$ cat src/rtl/cyclic_light_monitor.sv
// Receive-side checker for the RED/GREEN/YELLOW cyclic lamp code stream.
// Decodes each valid sample to one-hot lamp drives and checks order, dwell and code legality.
module cyclic_light_monitor #(
    parameter int MIN_DWELL = 1,
    parameter int MAX_DWELL = 1,
    parameter int CNT_W     = 8
) (
    input  logic             clock,
    input  logic             reset,
    input  logic [2:0]       light_code,
    input  logic             code_valid,
    output logic [2:0]       lamp_rgy,
    output logic             locked,
    output logic             seq_error,
    output logic             illegal_code,
    output logic [CNT_W-1:0] cycle_count,
    output logic [CNT_W-1:0] err_count,
    output logic             dbg_state
);

    typedef enum logic {HUNT = 1'b0, TRACK = 1'b1} state_e;

    localparam logic [1:0] C_RED    = 2'd0;
    localparam logic [1:0] C_GREEN  = 2'd1;
    localparam logic [1:0] C_YELLOW = 2'd2;
    localparam logic [7:0] MIN_D    = 8'(MIN_DWELL);
    localparam logic [7:0] MAX_D    = 8'(MAX_DWELL);

    state_e           state_q, state_d;
    logic [1:0]       cur_q, cur_d;
    logic [7:0]       dwell_q, dwell_d;
    logic [2:0]       lamp_q, lamp_d;
    logic             seq_q, seq_d;
    logic             ill_q, ill_d;
    logic [CNT_W-1:0] cyc_q, cyc_d;
    logic [CNT_W-1:0] err_q, err_d;

    logic       legal;
    logic [1:0] code;
    logic [1:0] next_cur;

    function automatic logic [CNT_W-1:0] sat_inc(input logic [CNT_W-1:0] v);
        return (&v) ? v : v + {{(CNT_W-1){1'b0}}, 1'b1};
    endfunction

    assign code  = light_code[1:0];
    assign legal = !light_code[2] && (code != 2'b11);

    always_comb begin
        case (cur_q)
            C_RED:   next_cur = C_GREEN;
            C_GREEN: next_cur = C_YELLOW;
            default: next_cur = C_RED;
        endcase
    end

    // State register: every piece of state, including the registered outputs.
    always_ff @(posedge clock) begin
        if (reset) begin
            state_q <= HUNT;
            cur_q   <= C_RED;
            dwell_q <= 8'd0;
            lamp_q  <= 3'b000;
            seq_q   <= 1'b0;
            ill_q   <= 1'b0;
            cyc_q   <= '0;
            err_q   <= '0;
        end else begin
            state_q <= state_d;
            cur_q   <= cur_d;
            dwell_q <= dwell_d;
            lamp_q  <= lamp_d;
            seq_q   <= seq_d;
            ill_q   <= ill_d;
            cyc_q   <= cyc_d;
            err_q   <= err_d;
        end
    end

    // Next-state logic: an erroring sample always lands in HUNT and is never reused to relock.
    always_comb begin
        state_d = state_q;
        cur_d   = cur_q;
        dwell_d = dwell_q;
        lamp_d  = lamp_q;
        seq_d   = 1'b0;
        ill_d   = 1'b0;
        cyc_d   = cyc_q;
        err_d   = err_q;
        if (code_valid) begin
            case (light_code)
                3'b000:  lamp_d = 3'b100;
                3'b001:  lamp_d = 3'b010;
                3'b010:  lamp_d = 3'b001;
                default: lamp_d = 3'b000;
            endcase
            if (!legal) begin
                ill_d   = 1'b1;
                err_d   = sat_inc(err_q);
                state_d = HUNT;
                dwell_d = 8'd0;
            end else if (state_q == HUNT) begin
                if (code == C_RED) begin
                    state_d = TRACK;
                    cur_d   = C_RED;
                    dwell_d = 8'd1;
                end
            end else if (code == cur_q && dwell_q < MAX_D) begin
                dwell_d = dwell_q + 8'd1;
            end else if (code == next_cur && code != cur_q && dwell_q >= MIN_D) begin
                cur_d   = code;
                dwell_d = 8'd1;
                if (cur_q == C_YELLOW) begin
                    cyc_d = sat_inc(cyc_q);
                end
            end else begin
                seq_d   = 1'b1;
                err_d   = sat_inc(err_q);
                state_d = HUNT;
                dwell_d = 8'd0;
            end
        end
    end

    always_comb begin
        locked       = (state_q == TRACK);
        dbg_state    = state_q;
        lamp_rgy     = lamp_q;
        seq_error    = seq_q;
        illegal_code = ill_q;
        cycle_count  = cyc_q;
        err_count    = err_q;
    end

endmodule

$ cat config.mk
export PLATFORM = sky130hd
export DESIGN_NAME = cyclic_light_monitor
export DESIGN_NICKNAME = d
export VERILOG_FILES = /design/src/rtl/cyclic_light_monitor.sv
export SDC_FILE = /design/constraint.sdc
export NUM_CORES = 1
export LEC_CHECK = 0
export ABC_CLOCK_PERIOD_IN_PS = 2500
export BUFFER_PORTS_ARGS = -buffer_cell sky130_fd_sc_hd__buf_2
export CAP_MARGIN = 20
export CORE_ASPECT_RATIO = 1.25
export CORE_MARGIN = 2
export CORE_UTILIZATION = 55
export DETAILED_ROUTE_END_ITERATION = 16
export HOLD_SLACK_MARGIN = 0.02
export PLACE_DENSITY = 0.78
export RECOVER_POWER = 25
export SETUP_SLACK_MARGIN = 0.02
export SYNTH_ARGS = -nofsm -noshare
export SYNTH_HDL_FRONTEND = slang
export SYNTH_SLANG_ARGS = --single-unit
$ cat constraint.sdc
create_clock -name clock -period 2.5 [get_ports clock]
set_input_delay 0.125 -clock clock [delete_from_list [all_inputs] [get_ports clock]]
set_output_delay 0.125 -clock clock [all_outputs]
set_load 0.01 [all_outputs]
# == Yosys cells after proc, flatten, opt, wreduce, memory -nomap -nowiden ==
# Cells that the tools add are included.
# totals
regBits,32
wordCells,72
in_bits,6
# op_classes
n_lt_le_gt_ge,2
bitwise,5
n_reduce_logical,17
eq_ne,14
n_mux,23
add_sub_neg,3
# ops
cell,n
two-way mux 8 bit,9
adder 8 x 1 -> 8 bit (second input constant),3
AND reduction 8 bit,2
inequality test 2 bit (second input constant),5
one-hot mux 3 bit (3 select lines),1
greater-or-equal comparator 8 x 1 -> 1 bit (second input constant),1
less-than comparator 8 x 1 -> 1 bit (second input constant),1
two-way mux 1 bit,8
two-way mux 2 bit,4
AND reduction 7 bit,1
inverter 1 bit,5
AND reduction 5 bit,1
OR reduction 5 bit,1
equality test 2 bit,2
logical AND 1 bit,4
logical NOT 2 bit,2
one-hot mux 2 bit (2 select lines),1
AND reduction 4 bit,1
equality test 3 x 1 -> 1 bit (second input constant),1
equality test 3 x 2 -> 1 bit (second input constant),1
logical NOT 3 bit,1
inequality test 3 x 2 -> 1 bit (second input constant),1
equality test 2 x 1 -> 1 bit (second input constant),1
equality test 2 bit (second input constant),1
6 further kinds,6

# == Longest topological paths before layout ==
# Gate-level depths: netlist of the first run.
# logic_depth
word_depth,9
mapped_depth,8
ltp_nobuf,7

# == Least setup slack after synthesis of the first run ==
# OpenSTA, ideal clock, no wires.
# synth_path
kind,reg2reg
start,register dwell_q[0]
end,"register err_q[4], in the netlist err_count[4]"
arrival_ps,1974
stages_incl_launch_ff,8
period_less_slack_ps,2097
n_path_buf,0
setup_ps,123
setup_slack_ps,403
cell_sequence,dfxtp_1 inv_1 ha_1 or4b_4 nor3_4 o2111ai_4 a21oi_1 mux2_1
# synth_between
elab_chain_len,4
elab_cells_between_ends,7
cone_classes,2 x order compare; 2 x eq/ne; 3 x reduce/logical
# synth_rtl
element,line_no,source
from (decl),31,"logic [7:0] dwell_q, dwell_d;"
from (signal assigned),71,dwell_q <= dwell_d;
greater-or-equal comparator 8 x 1 -> 1 bit / less-than comparator 8 x 1 -> 1 bit (equally long branches),"110, 108",
logical AND 1 bit (on tied branches),"110, 108",
inequality test 2 bit (no source line),-,
AND reduction 4 bit (no source line) *,-,
to (signal assigned),76,err_q <= err_d;
to (decl),36,"logic [CNT_W-1:0] err_q, err_d;"
# Mark *: on every way between the ends. The rest lies on a longest branch, timed or not.
# A chain may end at the register's enable or synchronous reset.

# == Final worst setup path of the first run ==
# layout_path
start,register dwell_q[0]
end,"register cyc_q[3], in the netlist cycle_count[3]"
# layout_between
elab_chain_len,4
elab_cells_between_ends,6
cone_classes,2 x order compare; 1 x bitwise; 3 x reduce/logical
# layout_rtl
element,line_no,source
less-than comparator 8 x 1 -> 1 bit,108,end else if (code == cur_q && dwell_q < MAX_D) begin
logical AND 1 bit,108,
inverter 1 bit (no source line),-,
AND reduction 7 bit (no source line) *,-,
to (signal assigned),75,cyc_q <= cyc_d;
to (decl),35,"logic [CNT_W-1:0] cyc_q, cyc_d;"
# Marked as above.

==> results.md, run 1 <==
- H-tree Lvls: 2
- Grt peak-use layer: met2
- Die area: 3690 um^2
- Top cell type's share of synthesized area: 36.2%
- Fillcell total: 301
- Drt via density: 5.91
- Final Skew: 7.10 ps
- XOR/XNOR share of the synthesized area: 1.49%
- Worst rel slew slack: 11.5%
- Most common cell in the netlist: dfxtp_1
- Clock tree sinks: 32
- Fmax: 440 MHz
- Final setup TNS: 0 ps
- Most used flip-flop cell after synthesis: dfxtp_1
- Tightest Pin Transition: 1330 ps
- Dpl hpwl: 2.58 mm
- CTS Root Cell: clkbuf_8
- Met3 Usage GRT: 7.52%
- Final count of hold timing violations: 0
- Final nets: 236
- CTS Buffer Depth: 2
- Worst reg-to-reg setup slack: 230 ps
- Share of layout cells above drive strength 1: 16.4%
- Final non-filler cell area: 1970 um^2
- Post-synth EDFFs: 0
- Commonest cells post-synth: dfxtp_1, nor2_1, a21oi_1, nand3_1
- Global-route wire length before repair: 5.89 mm
- FP Rows: 23
- DRC Markers: 0
- Largest family of logic cells by synthesized area: simple AND/OR/NAND/NOR gates
- CTS tree: done
- Tot GR Track Use: 22.1%
- Post-synthesis adder-cell area fraction: 4.10%
- Critical path type: reg -> reg
- Simple logic cell fraction of the synthesized area: 27.6%
- Async SR Flop Fraction: 0%
- Area Growth Syn to Fin: 11.4%
- Starting Density: 56.4%
- Largest net degree at the start of global routing: 30
- Antenna violations before repair: 0
- Final GP Congestion: 0.822
- Mean Syn Cell Area: 8.88 um^2
- Number of hold buffers added after cts: 0
- RSZ-0062 raised after global routing: false
- Final ANT Viol Nets: 0
- Gr ovfl total: 0
- Critical Path End Type: flip-flop
- Min cycle time layout: 2270 ps
- Yosys warnings: 0
- Total number of vias: 1548
- Worst VDD drop: 359 uV
- Status: complete, no violations
- Ant. Diodes: 0
- Avg WL per Cell: 13.6 um
- Register area share after synthesis: 36.2%
- Hold WC Path Type: in -> reg
- Final Non-Filler Cells: 262
- Leak: 0.759 nW
- Worst Path Required: 2700 ps
- Power per cell area: 493 nW/um^2
- IO Port Bufs: 28
- Drt pass-1 iters: 4
- Top post-synthesis cells by area: dfxtp_1, a21oi_1, nor2_1, mux2_1, ha_1
- CP arrival: 2480 ps
- Worst Hold Depth: 3
- Compound-gate portion of the synthesized area: 21.8%
- GRT met1 Usage: 22.1%
- Mapped Cells: 199
- CP startpoint kind: flip-flop
- Post-Route WL: 3.55 mm
- Max FO, Critical Path: 17
- Mux share of post-synthesis cell area: 3.82%
- Final setup viols: 0
- Clock insertion delay at the later pin of the skew report: 290 ps
- Die width: 54.7 um
- Worst Reg-to-Reg Cells: 7
- Netlist Area Pre-Place: 1770 um^2
- Starting DRT DRC Count: 44
- Final Max Slew Viols: 0
- Syn Nets: 210
- Clk slew on worst S/H paths: 60 ps
- Core area: 3140 um^2
- I/O pin count: 29
- CTS resizes: 0
- Placed Area: 1900 um^2
- CTS Buf Count: 5
- Placed cells: 255
- Final period util: 91.0%
- Number of global-route vias before repair: 1383
- Routing usage on met2: 39.3%
- Netlist cell types: 48
- Post-CTS setup buffer count: 0
- Area leader, netlist: dfxtp_1
- Die height: 67.4 um
- Maxcap violations: 0
- Synthesized flop and latch total: 32
[final cells by class]
cell class | instances | area, um^2 | area share (%)
multi-input combinational | 149 | 1040 | 52.8
sequential | 32 | 641 | 32.5
inverter | 8 | 30.0 | 1.52
tap | 37 | 46.3 | 2.35
timing repair buffer | 29 | 135 | 6.86
clock inverter | 1 | 5.00 | 0.254
clock buffer | 6 | 72.6 | 3.68
[metal layers]
metal / wire, um / share of wire, %
met4: 85 / 2.4
met3: 197 / 5.5
met5: 0 / 0
met2: 1810 / 51
met1: 1460 / 41
[final timing paths]
path,start,to
worst max-delay path,dwell_q[0],cycle_count[3]
worst min-delay path,code_valid,illegal_code
worst max register to register,dwell_q[0],cycle_count[3]
worst min register to register,lamp_rgy[2],lamp_rgy[2]
[cells in the final DEF (no fill, tap or decap), types with 6 or more instances in the layout]
cell	n
mux2_1	6
clkbuf_1	11
inv_1	8
nor2b_1	8
dfxtp_1	32
nand4_1	6
nand3_1	10
a21oi_1	20
nor2_1	21
o31ai_1	6
buf_2	18
[state kept, by name (all words and copies together) (netlist names)]
register      cells
dwell_q           8
cycle_count       8
cur_q             2
lamp_rgy          3
seq_error         1
err_count         8
illegal_code      1
dbg_state         1
[critical path: stages, from the launching register on]
cell and delay (ps):
dfxtp_1 390, inv_1 80, ha_1 200, nor4b_1 170, a41oi_2 190, nand4_2 410
or4_1 610, a21oi_1 150
[kinds of logic after synthesis]
group,after synthesis
AO/OA/AOI/OAI,51
multiplexers,6
adder cells (fa/ha/maj),6
AND/OR/NAND/NOR,83
XOR/XNOR,3
flip-flops,32
buffers and inverters,18
[metrics by stage]
stage                     worst slack (ps)  hold slack [ps]  util [%]  power [W]
after global placement                 302              457      60.7   0.000615
final                                  225              168      62.8   0.000972
after floorplan                        403              332         -   0.000596
after global routing                  31.3              175      62.8    0.00102
after detailed placement               226              463      60.7   0.000617
after CTS                              216              161      63.2   0.000986
[report_power, final]
part	leakage [nW]	internal [W]	switching (W)
Sequential	0.258	0.000516	0.00000589
Clock	0.0410	0.000189	0.000178
Combinational	0.460	0.0000297	0.0000535
No activity file was read; power rests on OpenSTA's default activity.
==> run 2, diff against run 1 <==
--- a/config.mk
+++ b/config.mk
@@ -5,15 +5,15 @@
 export SDC_FILE = /design/constraint.sdc
 export NUM_CORES = 1
 export LEC_CHECK = 0
-export ABC_CLOCK_PERIOD_IN_PS = 2500
+export ABC_CLOCK_PERIOD_IN_PS = 2900
 export BUFFER_PORTS_ARGS = -buffer_cell sky130_fd_sc_hd__buf_2
 export CAP_MARGIN = 20
 export CORE_ASPECT_RATIO = 1.25
 export CORE_MARGIN = 2
-export CORE_UTILIZATION = 55
+export CORE_UTILIZATION = 60
 export DETAILED_ROUTE_END_ITERATION = 16
 export HOLD_SLACK_MARGIN = 0.02
-export PLACE_DENSITY = 0.78
+export PLACE_DENSITY_LB_ADDON = 0.1
 export RECOVER_POWER = 25
 export SETUP_SLACK_MARGIN = 0.02
 export SYNTH_ARGS = -nofsm -noshare
==> constraint.sdc (replaced) <==
create_clock -name clock -period 2.9 [get_ports clock]
set_input_delay 0.145 -clock clock [delete_from_list [all_inputs] [get_ports clock]]
set_output_delay 0.145 -clock clock [all_outputs]
set_load 0.01 [all_outputs]
==> results.md, run 2 (same netlist as run 1, synthesis figures left out) <==
- RR Startpoint: dwell_q[0]
- Core area: 2860 um^2
- Clock power frac: 33.3%
- Fmax: 416 MHz
- Setup crit end: cycle_count[4]
- Worst rel slew slack: 15.4%
- Die area: 3400 um^2
- Area Growth Syn to Fin: 9.84%
- Final setup viols: 0
- Total number of vias: 1625
- Number of hold buffers added after cts: 0
- Post-Route WL: 3.76 mm
- Hold WC Path Type: in -> reg
- P_sw: 0.000194 W
- Fillcell total: 266
- Worst Setup SP: dwell_q[0]
- Die width: 52.6 um
- Worst reg2reg endpoint: cycle_count[4]
- CP startpoint kind: flip-flop
- Global-route wire length before repair: 6.20 mm
- FP Rows: 22
- Logic pwr share: 9.1%
- I/O pin count: 29
- Post-CTS setup buffer count: 0
- Critical Path End Type: flip-flop
- Die height: 64.7 um
- Post-Route Utilization: 67.8%
- DRC Markers: 0
- Final period util: 83.0%
- Final Max Slew Viols: 0
- H-tree Lvls: 2
- Gr ovfl total: 0
- Max FO, Critical Path: 17
- Critical path type: reg -> reg
- Min cycle time layout: 2410 ps
- IO Port Bufs: 28
- CTS resizes: 0
- Share of layout cells above drive strength 1: 16.0%
- Clock tree sinks: 32
- Maxcap violations: 0
- CTS Buffer Depth: 2
- Final nets: 235
- Clk slew on worst S/H paths: 110 ps
- Switching part of the total: 24.8%
- Worst reg-to-reg setup slack: 490 ps
- Final count of hold timing violations: 0
- CTS Buf Count: 5
- Final Skew: 17.2 ps
- Commonest non-fill, non-tap cell in the layout: dfxtp_1
- Reg power frac: 57.6%
- Ant. Diodes: 0
- Worst Reg-to-Reg Cells: 7
- Antenna violations before repair: 0
- Tightest Pin Transition: 1270 ps
- Total chip power: 0.000783 W
- Status: complete, no violations
- RSZ-0062 raised after global routing: false
- Drt via density: 6.23
- Area of the multi-input gates: 1040 um^2
- Avg WL per Cell: 14.4 um
- Int Power: 0.000589 W
- Final GP Congestion: 0.849
- Final ANT Viol Nets: 0
- Drt pass-1 iters: 5
- Starting Density: 61.8%
- Final setup TNS: 0 ps
- CTS tree: done
- CTS Root Cell: clkbuf_4
- CP arrival: 2640 ps
- Largest net degree at the start of global routing: 30
- Tot GR Track Use: 23.8%
- Starting DRT DRC Count: 102
- Hold path start: code_valid
- Power per cell area: 403 nW/um^2
- Dpl hpwl: 2.71 mm
- Number of global-route vias before repair: 1431
- Worst Path Required: 3130 ps
- Clock insertion delay at the later pin of the skew report: 320 ps
- Worst VDD drop: 438 uV
- Commonest non-fill, non-tap cells in the layout: dfxtp_1, nor2_1, a21oi_1
- Sequential cell area: 641 um^2
- Leak: 0.745 nW
run 2: cell count changes in the layout (fill, tap and decap cells not counted):
| cell | previous run | this run |
|---|---|---|
| clkinv_2 | 1 | 0 |
| buf_4 | 1 | 0 |
| clkbuf_1 | 11 | 12 |
| clkbuf_8 | 5 | 1 |
| clkbuf_4 | 0 | 5 |
run 2: how the worst min path moves through the flow:
stage	to	slack [ps]	depth (start not counted)
floorplan	seq_error	350	2
global placement	lamp_rgy[2]	460	2
detailed placement	lamp_rgy[2]	460	2
CTS	seq_error	160	3
global route	illegal_code	140	3
finish	seq_error	160	3
run 2: critical path, cell delays in order, from the launching register on:
cell and delay [ps]:
dfxtp_1 430, inv_1 80, ha_1 210, nor4b_1 160, a41oi_2 210, nand4_2 430
or4_1 620, a21oi_1 170
run 2: power by group through the flow:
| stage | clock, W | combinational (W) | sequential, W |
|---|---|---|---|
| 3_3_place_gp | 0 | 0.0000680 | 0.000460 |
| 6_report | 0.000260 | 0.0000714 | 0.000451 |
| 3_5_place_dp | 0 | 0.0000706 | 0.000461 |
| 4_1_cts | 0.000264 | 0.0000707 | 0.000450 |
| 2_1_floorplan | 0 | 0.0000527 | 0.000462 |
| 5_1_grt | 0.000295 | 0.0000779 | 0.000452 |
run 2: per-layer routing:
metal / GRT usage, % / share of wire (%) / up-vias
li1: - / - / 790
met1: 28.7 / 43 / 755
met2: 40.3 / 49 / 68
met3: 5.99 / 6.5 / 12
met4: 8.01 / 2.2 / 0
met5: 0 / 0 / -
run 2: layout make-up:
class / instances / area share (%)
inverters: 8 / 1.55
clock buffers: 8 / 3.03
flip-flops and latches: 32 / 33.0
well taps: 36 / 2.32
repair buffers: 28 / 6.57
multi-input cells: 149 / 53.5
run 2: metrics by stage:
step	hold slack, ps	cell area, um^2	std cells	setup slack, ps
floorplan	352	1770	199	803
finish	161	1940	261	493
detailed placement	464	1900	253	579
global route	145	1940	261	338
CTS	160	1950	261	548
global placement	456	1900	253	726
==> run 3, diff against run 2 <==
--- a/config.mk
+++ b/config.mk
@@ -5,12 +5,12 @@
 export SDC_FILE = /design/constraint.sdc
 export NUM_CORES = 1
 export LEC_CHECK = 0
-export ABC_CLOCK_PERIOD_IN_PS = 2900
+export ABC_CLOCK_PERIOD_IN_PS = 1900
 export BUFFER_PORTS_ARGS = -buffer_cell sky130_fd_sc_hd__buf_2
 export CAP_MARGIN = 20
 export CORE_ASPECT_RATIO = 1.25
 export CORE_MARGIN = 2
-export CORE_UTILIZATION = 60
+export CORE_UTILIZATION = 50
 export DETAILED_ROUTE_END_ITERATION = 16
 export HOLD_SLACK_MARGIN = 0.02
 export PLACE_DENSITY_LB_ADDON = 0.1
==> constraint.sdc (replaced) <==
create_clock -name clock -period 1.9 [get_ports clock]
set_input_delay 0.095 -clock clock [delete_from_list [all_inputs] [get_ports clock]]
set_output_delay 0.095 -clock clock [all_outputs]
set_load 0.01 [all_outputs]
==> results.md, run 3 (same netlist as run 1, synthesis figures left out) <==
- Status: finished with violations
- Violated checks: negative setup slack
- Crit path cell chain: inv_2, ha_4, or4b_4, nor3_4, o2111ai_4, a21oi_2, mux2_4
- Worst reg-to-reg setup slack: -170 ps
- IO Port Bufs: 28
- RR Startpoint: dwell_q[0]
- Drt via density: 5.96
- Final GP Congestion: 0.845
- Largest stage delay, worst path: 470 ps
- Worst rel slew slack: 57.9%
- Clk slew on worst S/H paths: 60 ps
- Commonest non-fill, non-tap cell in the layout: dfxtp_1
- Switching part of the total: 25.0%
- Area Growth Syn to Fin: 26.8%
- Number of hold buffers added after cts: 0
- DRC Markers: 0
- CP Buf/Inv Count: 1
- Final count of hold timing violations: 0
- Avg WL per Cell: 15.1 um
- WHS: 111 ps
- CTS Root Cell: clkbuf_8
- Worst Setup SP: dwell_q[0]
- Post-Route WL: 4.28 mm
- CTS Buffer Depth: 2
- Tightest Pin Transition: 626 ps
- FP Rows: 24
- Worst Reg-to-Reg Cells: 7
- Final setup viols: 22
- Worst slack, placed: -238 ps
- Int Power: 0.000974 W
- H-tree Lvls: 2
- Die width: 57.2 um
- Reg power frac: 52.7%
- Drt pass-1 iters: 4
- DR top layer: met4
- Maxcap violations: 0
- Setup crit end: err_count[6]
- CP max stage cell: or4b_4
- Final WS setup: -169 ps
- Max FO, Critical Path: 5
- Stages on worst setup path: 7
- Min cycle time layout: 2070 ps
- Total number of vias: 1694
- Worst Path Required: 2070 ps
- Power per cell area: 580 nW/um^2
- Die height: 70.5 um
- Final ANT Viol Nets: 0
- Antenna violations before repair: 0
- Hold WC Path Type: in -> reg
- I/O pin count: 29
- Fmax: 483 MHz
- Worst VDD drop: 658 uV
- Met3 wire length: 206 um
- Critical Path End Type: flip-flop
- CTS tree: done
- Starting Density: 51.6%
- P_sw: 0.000325 W
- Worst reg2reg endpoint: err_count[6]
- CP arrival: 2240 ps
- CP startpoint kind: flip-flop
- Final Skew: 6.70 ps
- CTS Buf Count: 5
- Final nets: 258
- Total chip power: 0.00130 W
- Commonest non-fill, non-tap cells in the layout: dfxtp_1, buf_2, nor2_1
- Global-route wire length before repair: 7.02 mm
- Logic pwr share: 11.3%
- Die area: 4030 um^2
- Largest net degree at the start of global routing: 17
- Tot GR Track Use: 22.0%
- Leak: 0.895 nW
- Number of global-route vias before repair: 1590
- Gr ovfl total: 0
- Clock tree sinks: 32
- Critical path type: reg -> reg
- Dpl hpwl: 3.03 mm
- Final period util: 109%
- M1 wire length: 1.73 mm
- Met2 Wirelength: 2.29 mm
- Clock power frac: 36.0%
- Crit path max-delay family: simple AND/OR/NAND/NOR gates
- Ant. Diodes: 0
- RSZ-0062 raised after global routing: true
- Share of layout cells above drive strength 1: 34.7%
- Clock insertion delay at the later pin of the skew report: 280 ps
- Final Max Slew Viols: 0
- Starting DRT DRC Count: 71
- Core area: 3420 um^2
[run 3: routing by layer]
layer / GRT usage, % / vias up
li1: - / 837
met1: 24.3 / 800
met2: 39.7 / 50
met3: 6.48 / 7
met4: 6.98 / 0
met5: 0 / -
[run 3: what timing repair did]
action,4_1_cts,5_1_grt
setup buffers,0,3
endpoints found under the setup margin,27,27
pin swaps,1,2
gates resized for setup,13,4
cloned,1,0
[run 3: power by group through the flow]
| stage | Combinational, W | Sequential (W) | Clock [W] |
|---|---|---|---|
| after floorplan | 0.0000814 | 0.000705 | 0 |
| after global placement | 0.000131 | 0.000698 | 0 |
| after detailed placement | 0.000136 | 0.000698 | 0 |
| after CTS | 0.000144 | 0.000683 | 0.000479 |
| after global routing | 0.000159 | 0.000684 | 0.000509 |
| final | 0.000147 | 0.000684 | 0.000468 |
[run 3: worst min-delay path by stage]
stage	from	to	slack, ps	cells past startpoint
2_1_floorplan	light_code[2]	seq_error	300	2
3_3_place_gp	light_code[0]	cur_q[0]	400	3
3_5_place_dp	light_code[0]	cur_q[0]	410	3
4_1_cts	light_code[0]	cur_q[0]	100	3
5_1_grt	light_code[0]	cur_q[0]	120	3
6_report	light_code[0]	cur_q[0]	110	3
[run 3: tightest hold or removal path: stages]
cell     delay [ps]
buf_2           140
nand2_1          80
a21oi_2          40
[run 3: area by class of cell]
cell class | instances | area, um^2
tap | 39 | 48.8
sequential | 32 | 646
fill | 293 | 1180
inverter | 8 | 30.0
multi-input combinational | 150 | 1140
timing repair buffer | 50 | 309
clock buffer | 5 | 68.8
[run 3: stage by stage]
stage	util (%)	cells	instance area, um^2	setup TNS, ps
floorplan	-	199	1780	-661
global placement	60.5	275	2070	-1710
detailed placement	60.5	275	2070	-3890
CTS	64.7	281	2210	-1950
global route	65.5	284	2240	-3870
finish	65.5	284	2240	-1990
